===== config.mk =====
export PLATFORM = sky130hd
export DESIGN_NAME = weight_fetch_ctrl
export DESIGN_NICKNAME = d
export VERILOG_FILES = /design/src/rtl/weight_fetch_ctrl.sv
export SDC_FILE = /design/constraint.sdc
export NUM_CORES = 1
export LEC_CHECK = 0
export ABC_AREA = 1
export ABC_CLOCK_PERIOD_IN_PS = 2530
export CAP_MARGIN = 25
export CORE_AREA = 2 2 75 77
export CTS_BUF_LIST = sky130_fd_sc_hd__clkbuf_16
export DETAILED_ROUTE_END_ITERATION = 8
export DIE_AREA = 0 0 77 79
export DONT_BUFFER_PORTS = 1
export GPL_TIMING_DRIVEN = 1
export MAX_ROUTING_LAYER = met4
export RECOVER_POWER = 25
export SETUP_SLACK_MARGIN = 0.4
export SYNTH_ARGS = -nofsm -noshare
export SYNTH_HDL_FRONTEND = slang
export SYNTH_SLANG_ARGS = --single-unit

===== constraint.sdc =====
create_clock -name CLK -period 2.53 [get_ports CLK]
set_input_delay 0.506 -clock CLK [delete_from_list [all_inputs] [get_ports CLK]]
set_output_delay 0.506 -clock CLK [all_outputs]
set_load 0.005 [all_outputs]

===== src/rtl/weight_fetch_ctrl.sv =====
// Weight BRAM sequencer. It arbitrates between full-depth burst reads for the MAC
// and single-word writes from the weight loader.
module weight_fetch_ctrl #(
    parameter int DEPTH = 28,
    parameter int AW    = 5,
    parameter int DW    = 16
) (
    input  logic          CLK,
    input  logic          RST,
    input  logic          START,
    output logic          BUSY,
    output logic          DONE,
    output logic [DW-1:0] W_DATA,
    output logic          W_VALID,
    output logic [AW-1:0] W_IDX,
    output logic          W_LAST,
    input  logic          LD_REQ,
    input  logic [AW-1:0] LD_ADDR,
    input  logic [DW-1:0] LD_DATA,
    output logic          LD_GNT,
    output logic          LD_ERR,
    output logic [AW-1:0] B_ADDR,
    output logic [DW-1:0] B_DI,
    output logic          B_EN,
    output logic          B_WE,
    input  logic [DW-1:0] B_DO
);

    // state | meaning
    // IDLE  | waiting; START wins over LD_REQ
    // READ  | issuing addresses 0..DEPTH-1, presenting the previous word
    // DRAIN | last word on the stream with DONE
    // WRITE | one-cycle loader write recovery
    typedef enum logic [1:0] {
        S_IDLE  = 2'd0,
        S_READ  = 2'd1,
        S_DRAIN = 2'd2,
        S_WRITE = 2'd3
    } state_t;

    localparam logic [AW-1:0] LAST_ADDR = AW'(DEPTH - 1);
    localparam logic [AW:0]   DEPTH_W   = (AW + 1)'(DEPTH);

    state_t        state_q,   state_d;
    logic          busy_q,    busy_d;
    logic          done_q,    done_d;
    logic [DW-1:0] w_data_q,  w_data_d;
    logic          w_valid_q, w_valid_d;
    logic [AW-1:0] w_idx_q,   w_idx_d;
    logic          w_last_q,  w_last_d;
    logic          ld_gnt_q,  ld_gnt_d;
    logic          ld_err_q,  ld_err_d;
    logic [AW-1:0] b_addr_q,  b_addr_d;
    logic [DW-1:0] b_di_q,    b_di_d;
    logic          b_en_q,    b_en_d;
    logic          b_we_q,    b_we_d;

    logic          ld_addr_ok;

    assign ld_addr_ok = ({1'b0, LD_ADDR} < DEPTH_W);

    always_comb begin
        state_d   = state_q;
        busy_d    = busy_q;
        done_d    = 1'b0;
        w_data_d  = w_data_q;
        w_valid_d = 1'b0;
        w_idx_d   = '0;
        w_last_d  = 1'b0;
        ld_gnt_d  = 1'b0;
        ld_err_d  = 1'b0;
        b_addr_d  = b_addr_q;
        b_di_d    = b_di_q;
        b_en_d    = 1'b0;
        b_we_d    = 1'b0;

        unique case (state_q)
            S_IDLE: begin
                if (START) begin
                    state_d  = S_READ;
                    busy_d   = 1'b1;
                    b_en_d   = 1'b1;
                    b_addr_d = '0;
                end else if (LD_REQ) begin
                    state_d  = S_WRITE;
                    ld_gnt_d = 1'b1;
                    if (ld_addr_ok) begin
                        b_en_d   = 1'b1;
                        b_we_d   = 1'b1;
                        b_addr_d = LD_ADDR;
                        b_di_d   = LD_DATA;
                    end else begin
                        ld_err_d = 1'b1;
                    end
                end
            end

            S_READ: begin
                // B_DO now holds the word for the address issued last edge
                w_valid_d = 1'b1;
                w_idx_d   = b_addr_q;
                w_data_d  = B_DO;
                if (b_addr_q == LAST_ADDR) begin
                    state_d  = S_DRAIN;
                    w_last_d = 1'b1;
                    done_d   = 1'b1;
                end else begin
                    b_en_d   = 1'b1;
                    b_addr_d = b_addr_q + AW'(1);
                end
            end

            S_DRAIN: begin
                state_d = S_IDLE;
                busy_d  = 1'b0;
            end

            S_WRITE: begin
                state_d = S_IDLE;
            end

            default: begin
                state_d = S_IDLE;
                busy_d  = 1'b0;
            end
        endcase
    end

    always_ff @(posedge CLK) begin
        if (RST) begin
            state_q   <= S_IDLE;
            busy_q    <= 1'b0;
            done_q    <= 1'b0;
            w_data_q  <= '0;
            w_valid_q <= 1'b0;
            w_idx_q   <= '0;
            w_last_q  <= 1'b0;
            ld_gnt_q  <= 1'b0;
            ld_err_q  <= 1'b0;
            b_addr_q  <= '0;
            b_di_q    <= '0;
            b_en_q    <= 1'b0;
            b_we_q    <= 1'b0;
        end else begin
            state_q   <= state_d;
            busy_q    <= busy_d;
            done_q    <= done_d;
            w_data_q  <= w_data_d;
            w_valid_q <= w_valid_d;
            w_idx_q   <= w_idx_d;
            w_last_q  <= w_last_d;
            ld_gnt_q  <= ld_gnt_d;
            ld_err_q  <= ld_err_d;
            b_addr_q  <= b_addr_d;
            b_di_q    <= b_di_d;
            b_en_q    <= b_en_d;
            b_we_q    <= b_we_d;
        end
    end

    assign BUSY    = busy_q;
    assign DONE    = done_q;
    assign W_DATA  = w_data_q;
    assign W_VALID = w_valid_q;
    assign W_IDX   = w_idx_q;
    assign W_LAST  = w_last_q;
    assign LD_GNT  = ld_gnt_q;
    assign LD_ERR  = ld_err_q;
    assign B_ADDR  = b_addr_q;
    assign B_DI    = b_di_q;
    assign B_EN    = b_en_q;
    assign B_WE    = b_we_q;

endmodule


==> results of run 1 <==
-- synth_stat cells, drive strengths merged --
master / number
a211oi: 1
nor3: 1
clkbuf: 5
nand2: 46
o21ai: 19
buf: 10
o211ai: 1
dfxtp: 51
inv: 18
nand4: 20
nor4: 1
nand3: 10
a21oi: 18
nor2: 55
ha: 1
-- cell families (layout without fill, tap and decap cells) --
logic type      Yosys count  in the layout  synth area share (%)
simple gates            133            133                  31.3
flops                    51             51                  49.8
compound gates           39             39                  9.96
buf+inv                  33             26                  8.25
fa+ha+maj                 1              1                 0.611
-- how the worst min path moves through the flow --
stage,from,slack (ns),end,depth (start not counted)
after detailed placement,B_DI[4],0.47,B_DI[4],2
final,RST,0.28,B_DI[15],1
after floorplan,B_DI[10],0.46,B_DI[10],2
after global placement,B_DI[8],0.46,B_DI[8],2
after global routing,RST,0.27,B_DI[3],1
after CTS,RST,0.27,B_DI[3],1
-- power groups by stage --
| stage | Combinational (uW) | Sequential, uW | Clock (uW) |
|---|---|---|---|
| after CTS | 329 | 993 | 881 |
| after floorplan | 315 | 982 | 0 |
| final | 324 | 987 | 850 |
| after global placement | 319 | 1010 | 0 |
| after global routing | 379 | 1000 | 913 |
| after detailed placement | 327 | 1010 | 0 |
-- cells in the final DEF (no fill, tap or decap), types with 2 or more instances in the layout --
cell type / count
inv_1: 15
nand3_4: 2
nand2_1: 44
o21ai_0: 18
a21oi_1: 18
nand3_1: 7
nor2_1: 51
dfxtp_1: 51
nor2_2: 2
nand4_1: 20
bufinv_16: 2
clkbuf_16: 5
inv_2: 2
-- stage by stage --
step / setup slack [ns] / hold WS [ns] / util [%] / std cells
2_1_floorplan: 1.23 / 0.455 / - / 257
3_3_place_gp: 0.869 / 0.464 / 38.2 / 314
3_5_place_dp: 0.838 / 0.469 / 38.2 / 314
4_1_cts: 0.820 / 0.271 / 41.8 / 322
5_1_grt: 0.665 / 0.269 / 41.7 / 322
6_report: 0.909 / 0.284 / 41.7 / 322
-- area by class of cell --
type / instances / area, sq um
inverters: 18 / 70.1
clock buffers: 5 / 125
flip-flops and latches: 51 / 1020
multi-input cells: 173 / 851
fillers: 583 / 3110
clock inverters: 3 / 67.6
well taps: 72 / 90.1
-- layer usage --
metal,global-route usage (%),up-vias
met1,19.6,754
met5,-,-
li1,-,826
met2,24.3,50
met4,6.96,0
met3,4.55,4
-- state kept, by name, summed over array words and instances, names as in the netlist --
name	count
BUSY	1
state_q	2
B_ADDR	5
W_DATA	16
LD_ERR	1
B_EN	1
W_IDX	5
B_DI	16
W_VALID	1
W_LAST	1
B_WE	1
LD_GNT	1
==> results.md, run 1 <==
* Total die area at 0.00608 sq mm
* Reg-to-reg slack, setup at about 0.9 ns
* Synth-to-Final Area Change at 8.61%
* Period utilization at 64.1%
* Worst path bufs/invs at 3
* Yosys reg bits at between 50 and 60
* Reg power frac at 45.7%
* Clk sinks at 51
* Kind of end point of the critical path: flip-flop
* CTS buffer count at 5
* Max-Cap Viols at 0
* Post-Route WL at 4.62 mm
* DRC violation total after the first TritonRoute iteration at 83
* Setup bufs post-CTS at 0
* Crit path to: B_ADDR[0]
* Sw Pwr at ~590 uW
* Ys Warns at 0
* Least-Margin Pin Slew at 0.561 ns
* Chip width at around 77 um
* Reg clk slew, reported paths at about 0.06 ns
* Worst setup SP type: flip-flop
* Crit path from: state_q[0]
* Yosys top cell by area: dfxtp_1
* Comb pwr share at ~15%
* First-pass GRT wire length at approximately 7.4 mm
* Worst R2R Path Depth at 7
* Placed inst area at ~0.0020 sq mm
* WS Path Type: reg -> reg
* Max stage delay on crit path at ~0.38 ns
* Clk buf depth at 2
* Wl on met1 at 2.06 mm
* Routed length on met2 at ~2.2 mm
* Routed Antenna Nets at 0
* Cell area after synthesis at 0.00205 sq mm
* Hpwl dp at 3.16 mm
* Clk pwr share at just under 40%
* Residual DRC at 0
* CP cell instances: inv_1, nor2_4, inv_2, o21ai_0, nand2_1, inv_1, nor2_1
* Worst EP arrival at approximately 1.8 ns
* Syn Nets at around 300
* Boundary pin count at ~90
* Number of global-route vias before repair at around 1500
* Clk_lat worst skew at just under 0.3 ns
* Cts repair resizes at 0
* Final nets at 291
* Initial Util at 38.4%
* Placer Congestion at 0.717
* Syn avg cell area at ~8 sq um
* Fmax at between 0.6 and 0.7 GHz
* Vias after detailed routing at between 1500 and 2000
* Max H-tree Level at 2
* Initial antenna violation count at 0
* CP max FO at 24
* Hold Buf Count CTS at 0
* Die H at between 70 and 80 um
* Hold WC Path Type: in -> reg
* Worst path most repeated cell: inv_1
* Power per cell area at approximately 1000 mW/mm^2
* GRT Overall Usage at around 16%
* P_leak at 0.000927 uW
* Pin count of the biggest net entering global routing at 25
* RSZ-0062 raised after global routing: false
* Remaining Overflow, GRT at 0
* Pwr Total at 2160 uW
* Final min period at 1.62 ns
* Clk root buf: clkbuf_16
* Core area at roughly 0.0053 sq mm
* Status: finished, final reports clean
* Layout cell share with drive strength beyond 1 at around 8.4%
* Synth area leaders: dfxtp_1 (50%), nor2_1 (9.2%), nand2_1 (8.1%)
* CP delay by family, top: simple AND/OR/NAND/NOR gates
* Max Clock Skew at 0.00432 ns
* Required time of the critical path at roughly 2.7 ns
* Max Slew Vio Count at 0
* DR pass1 iterations at 4
* Number of cell rows at 27
* Drt via density at just over 5
* Final Cell Area at about 0.0022 sq mm
* Mapped Cells at 257
* Worst r2r src: state_q[0]
* Slowest cell on the critical path: nor2_4
* Maximum VDD drop at around 0.33 mV
* Antenna Cells at 0
* WL per Instance at 14.3 um
* Design internal power at about 1600 uW
* Post-synthesis sequential area ratio at roughly 50%
* CTS tree: done
* Setup TNS at 0 ns
* Switch share at ~27%
* Final count of hold timing violations at 0
* Levels on crit path at 7
* Met3 wire length at around 300 um
* Area share of the largest cell type after synthesis at between 40% and 50%
* Reg2Reg Capture Point: B_ADDR[0]
* Top Metal Used: met4
* I/O Buffers at 0
* Slew HR at between 60% and 70%
* Final setup vio count at 0
* Synth cell types at 27
Power figures use the tool's default switching activity.
==> run 2: changes to the inputs <==
Settings changed: ABC_CLOCK_PERIOD_IN_PS 2530 to 1650.
Clock period 2.53 ns to 1.65 ns, I/O delays scaled along.
==> run 2 against run 1 <==
Effect of this change: clock skew is 0.0023 ns lower; hold slack worse by 0.17 ns; sequential power is 55% higher; register-to-register slack worse by 0.52 ns; die area stayed put; critical path depth stayed put; via count is 2.4% higher; final cell count is 3.1% higher; clock power is 13% higher.
==> results.md, run 2 (synthesized netlist as in run 1, its figures left out) <==
* Hold Buf Count CTS at 0
* Max stage delay on crit path at roughly 0.37 ns
* RSZ-0062 raised after global routing: true
* Layout cell share with drive strength beyond 1 at between 10% and 20%
* Die H at just under 80 um
* First-pass GRT wire length at 7.74 mm
* CTS tree: done
* Worst path most repeated cell: buf_4
* Max H-tree Level at 2
* Final min period at 1.26 ns
* Slowest cell on the critical path: dfxtp_1
* Required time of the critical path at approximately 1.8 ns
* I/O Buffers at 0
* Number of cell rows at 27
* Commonest cells after routing, fill and taps aside: dfxtp_1 (48), nor2_1 (47), nand2_1 (43)
* Reg power frac at about half
* DR pass1 iterations at 4
* Area of the multi-input gates at ~920 sq um
* Drt via density at between 5 and 6
* Clk buf depth at 2
* Remaining Overflow, GRT at 0
* Status: finished, final reports clean
* Reg clk slew, reported paths at approximately 0.06 ns
* Residual DRC at 0
* Core area at 0.00534 sq mm
* Antenna Cells at 0
* FILL cells at between 500 and 600
* Hold WC Path Type: in -> reg
* Period utilization at ~76%
* Hpwl dp at roughly 3.2 mm
* Worst EP arrival at ~1.4 ns
* Slew HR at 63.1%
* Fmax at approximately 0.79 GHz
* Register Area at between 0.001 and 0.0015 sq mm
* Number of global-route vias before repair at approximately 1600
* Comb pwr share at 19.5%
* Power per cell area at 1330 mW/mm^2
* Design internal power at ~2200 uW
* WS Path Type: reg -> reg
* Least-Margin Pin Slew at between 0.5 and 0.6 ns
* Chip width at between 70 and 80 um
* Switch share at 30.1%
* Routed Antenna Nets at 0
* Setup TNS at 0 ns
* Clk sinks at just over 50
* Total die area at around 0.0061 sq mm
* Commonest non-fill, non-tap cell in the layout: dfxtp_1
* Kind of end point of the critical path: flip-flop
* Util after Layout at between 40% and 50%
* Max Slew Vio Count at 0
* Vias after detailed routing at 1673
* Post-Route WL at 4.73 mm
* Placer Congestion at 0.767
* Final count of hold timing violations at 0
* Boundary pin count at 91
* GRT Overall Usage at roughly 16%
* CP cell instances: inv_1, nor2_4, buf_4, nand2_4, buf_4, o211ai_1, nor2_1
* Final setup vio count at 0
* CTS buffer count at 5
* WL per Instance at between 10 and 15 um
* Final nets at 302
* Maximum VDD drop at slightly below 0.5 mV
* Synth-to-Final Area Change at 13.9%
* Clk root buf: clkbuf_16
* Initial Util at 38.4%
* Max Clock Skew at ~0.002 ns
* DRC violation total after the first TritonRoute iteration at ~130
* Max-Cap Viols at 0
* Worst setup SP type: flip-flop
* Initial antenna violation count at 0
* Clk_lat worst skew at approximately 0.28 ns
* Pwr Total at between 3000 and 4000 uW
* P_leak at around 0.00096 uW
* Clk pwr share at between 30 and 40%
* Sw Pwr at slightly above 900 uW
* CP max FO at 6
* Pin count of the biggest net entering global routing at 25
## run 2: cell type report
type                    count  share of cell area [%]
inverters                  18                    3.54
clock inverters             2                   0.376
repair buffers              9                    3.22
well taps                  72                    3.86
multi-input cells         175                    39.5
flip-flops and latches     51                    44.2
clock buffers               5                    5.36
## run 2: final timing paths
kind,start,end,slack (ns),cells after the start
max,state_q[0],state_q[1],0.39,7
min,RST,B_DI[12],0.11,1
max reg2reg,state_q[0],state_q[1],0.39,7
min reg2reg,B_DI[5],B_DI[5],0.47,2
## run 2: per-stage QoR
stage	hold WS [ns]	instances	cell area (sq um)	setup slack (ns)
floorplan	0.403	257	2050	0.424
global placement	0.401	317	2070	0.316
detailed placement	0.403	317	2070	0.294
CTS	0.102	328	2270	0.353
global route	0.0950	332	2330	0.277
finish	0.111	332	2330	0.391
## run 2: repair_timing
item / CTS / global route
setup buffers: 3 / 3
setup endpoints to repair: 38 / 40
gates resized for setup: 8 / 13
pin swaps: 3 / 8
cloned: 1 / 1
endpoints found under the hold margin: 0 / 0
## run 2: routing by layer
layer	track usage [%]	part of all wire [%]	vias up
met5	-	0	-
met4	6.61	1.0	0
met3	4.32	6.3	4
met2	26.8	50	60
met1	19.5	42	755
li1	-	-	854
## run 2: critical path: cells and delay by family (launching register included)
family	cells	cell delay, ns
flops	1	0.37
simple gates	3	0.30
buf+inv	3	0.40
compound gates	1	0.08
## run 2: power groups by stage
stage | clock [uW] | sequential [uW] | combinational, uW
final | 957 | 1530 | 603
after global routing | 1050 | 1560 | 693
after CTS | 989 | 1530 | 571
after detailed placement | 0 | 1550 | 521
after global placement | 0 | 1550 | 514
after floorplan | 0 | 1510 | 484
==> run 3: changes to the inputs <==
Settings changed: ABC_CLOCK_PERIOD_IN_PS 1650 to 1190.
Clock period 1.65 ns to 1.19 ns, I/O delays scaled along.
==> run 3 against run 2 <==
Effect of this change: clock skew increased by 0.0019 ns; via count increased by 4.7%; the flow now finishes with violations (hold timing, setup timing); sequential share of layout area decreased by 5.3 points; maximum frequency increased by 4.6%; first-iteration DRC count decreased by 0.78%; largest power group unchanged; sequential power increased by 39%; register-to-register slack got worse by 0.40 ns; final cell count increased by 4.8%.
==> results.md, run 3 (synthesized netlist as in run 1, its figures left out) <==
* Die H at 79 um
* First-pass GRT wire length at between 7 and 8 mm
* CP cell instances: nor2_4, nand2_4, clkinv_8, clkbuf_16, nand4_1, a21oi_1
* Synth-to-Final Area Change at 35.4%
* Final min period at approximately 1.2 ns
* Reg clk slew, reported paths at ~0.070 ns
* Kind of end point of the critical path: flip-flop
* Hold_ws at -0.00160 ns
* DRC violation total after the first TritonRoute iteration at 127
* Final count of hold timing violations at 1
* Initial Util at between 30% and 40%
* Slew HR at 83.1%
* Status: finished, violations left
* CP max FO at 6
* Max Clock Skew at around 0.0039 ns
* WS Path Type: reg -> reg
* Commonest cells after routing, fill and taps aside: nand2_1 (37), dfxtp_2 (33), nor2_1 (32)
* Clk buf depth at 2
* CTS buffer count at 5
* Pwr Total at 4830 uW
* Number of global-route vias before repair at between 1500 and 2000
* Hold Buf Count CTS at 0
* Fmax at between 0.8 and 0.9 GHz
* Boundary pin count at around 90
* Placer Congestion at approximately 0.79
* Final instance count without filler cells at approximately 350
* Layout cell share with drive strength beyond 1 at 43.5%
* Failing checks: hold timing, setup timing
* CP delay by family, top: simple AND/OR/NAND/NOR gates
* Required time of the critical path at ~1.4 ns
* Period utilization at 101%
* Clk sinks at roughly 50
* DR pass1 iterations at 4
* Antenna Cells at 0
* Initial antenna violation count at 0
* I/O Buffers at 0
* Remaining Overflow, GRT at 0
* Number of cell rows at 27
* GRT Overall Usage at 17.0%
* P_leak at ~0.0011 uW
* Clk_lat worst skew at between 0.2 and 0.3 ns
* Hold WC Path Type: in -> reg
* Commonest non-fill, non-tap cell in the layout: nand2_1
* PnR worst setup slack at -0.0133 ns
* CTS tree: done
* Worst path bufs/invs at 2
* Worst setup SP type: flip-flop
* Worst EP arrival at roughly 1.4 ns
* Routed Antenna Nets at 0
* Residual DRC at 0
* Post-Route WL at between 5 and 6 mm
* Max-Cap Viols at 0
* Wl on met1 at 2.36 mm
* Routed length on met2 at around 2.5 mm
* Pre-CTS setup slack at -0.0295 ns
* Final setup vio count at 5
* Reg-to-reg slack, setup at -0.01 ns
* Power per cell area at roughly 1700 mW/mm^2
* Max stage delay on crit path at 0.36 ns
* Pin count of the biggest net entering global routing at 25
* Maximum VDD drop at ~0.94 mV
* Max H-tree Level at 2
* Hpwl dp at around 3.2 mm
* Chip width at 77 um
* Total die area at 0.00608 sq mm
* Top Metal Used: met4
* Met3 wire length at about 310 um
* Least-Margin Pin Slew at about 0.25 ns
* Core area at between 0.005 and 0.006 sq mm
* Vias after detailed routing at roughly 1800
* FILL cells at around 520
* Max Slew Vio Count at 0
* Slowest cell on the critical path: dfxtp_4
* RSZ-0062 raised after global routing: true
* Dpl cells at 329
* WL per Instance at 15.0 um
* Clk root buf: clkbuf_16
* Drt via density at approximately 5
* Final nets at between 300 and 400
run 3: changes by cell type in the layout (fill, tap and decap cells not counted), sizes merged:
cell	change
buf	+12
clkinv	+2
clkbuf	+2
run 3: worst register-to-register path: stages (launching register included):
cell and delay, ns:
dfxtp_4 0.36, nor2_4 0.21, nand2_4 0.11, clkinv_8 0.09
clkbuf_16 0.14, nand4_1 0.07, a21oi_1 0.14
run 3: cell type report:
type	count	area (sq um)	share of cell area, %
well taps	72	90.1	3.25
repair buffers	23	279	10.1
multi-input cells	175	1090	39.4
clock inverters	3	15.0	0.541
inverters	18	87.6	3.16
repair inverters	1	6.26	0.226
clock buffers	5	125	4.51
flip-flops and latches	51	1080	38.8
run 3: repair_timing:
item,4_1_cts,5_1_grt
endpoints found under the setup margin,100,100
pin swaps,8,15
hold endpoints to repair,0,8
cloned,2,3
gates resized for setup,59,57
setup buffers,1,5
run 3: stage by stage:
| stage | instance area [sq um] | hold WS [ns] | TNS [ns] | utilization (%) |
|---|---|---|---|---|
| global route | 2770 | -0.00648 | -2.28 | 52.0 |
| CTS | 2510 | 0.00308 | 0 | 47.0 |
| detailed placement | 2220 | 0.308 | -0.114 | 41.7 |
| floorplan | 2100 | 0.315 | 0 | - |
| finish | 2770 | -0.00160 | -0.0425 | 52.0 |
| global placement | 2220 | 0.308 | 0 | 41.7 |
run 3: per-layer routing:
metal | vias to the layer above | global-route usage (%)
met3 | 6 | 4.55
met5 | - | -
met2 | 58 | 28.2
met4 | 0 | 5.36
li1 | 885 | -
met1 | 803 | 20.5
run 3: worst paths after layout:
kind,start,to,cells past startpoint
worst min-delay path,RST,B_DI[2],1
worst max-delay path,state_q[1],B_DI[7],6
worst min register to register,B_DI[8],B_DI[8],2
worst max register to register,state_q[1],B_DI[7],6
run 3: power by group:
part	internal, uW	switching [uW]	total [uW]
Combinational	607	725	1330
Sequential	1960	162	2120
Clock	768	609	1380
Total	3330	1500	4830
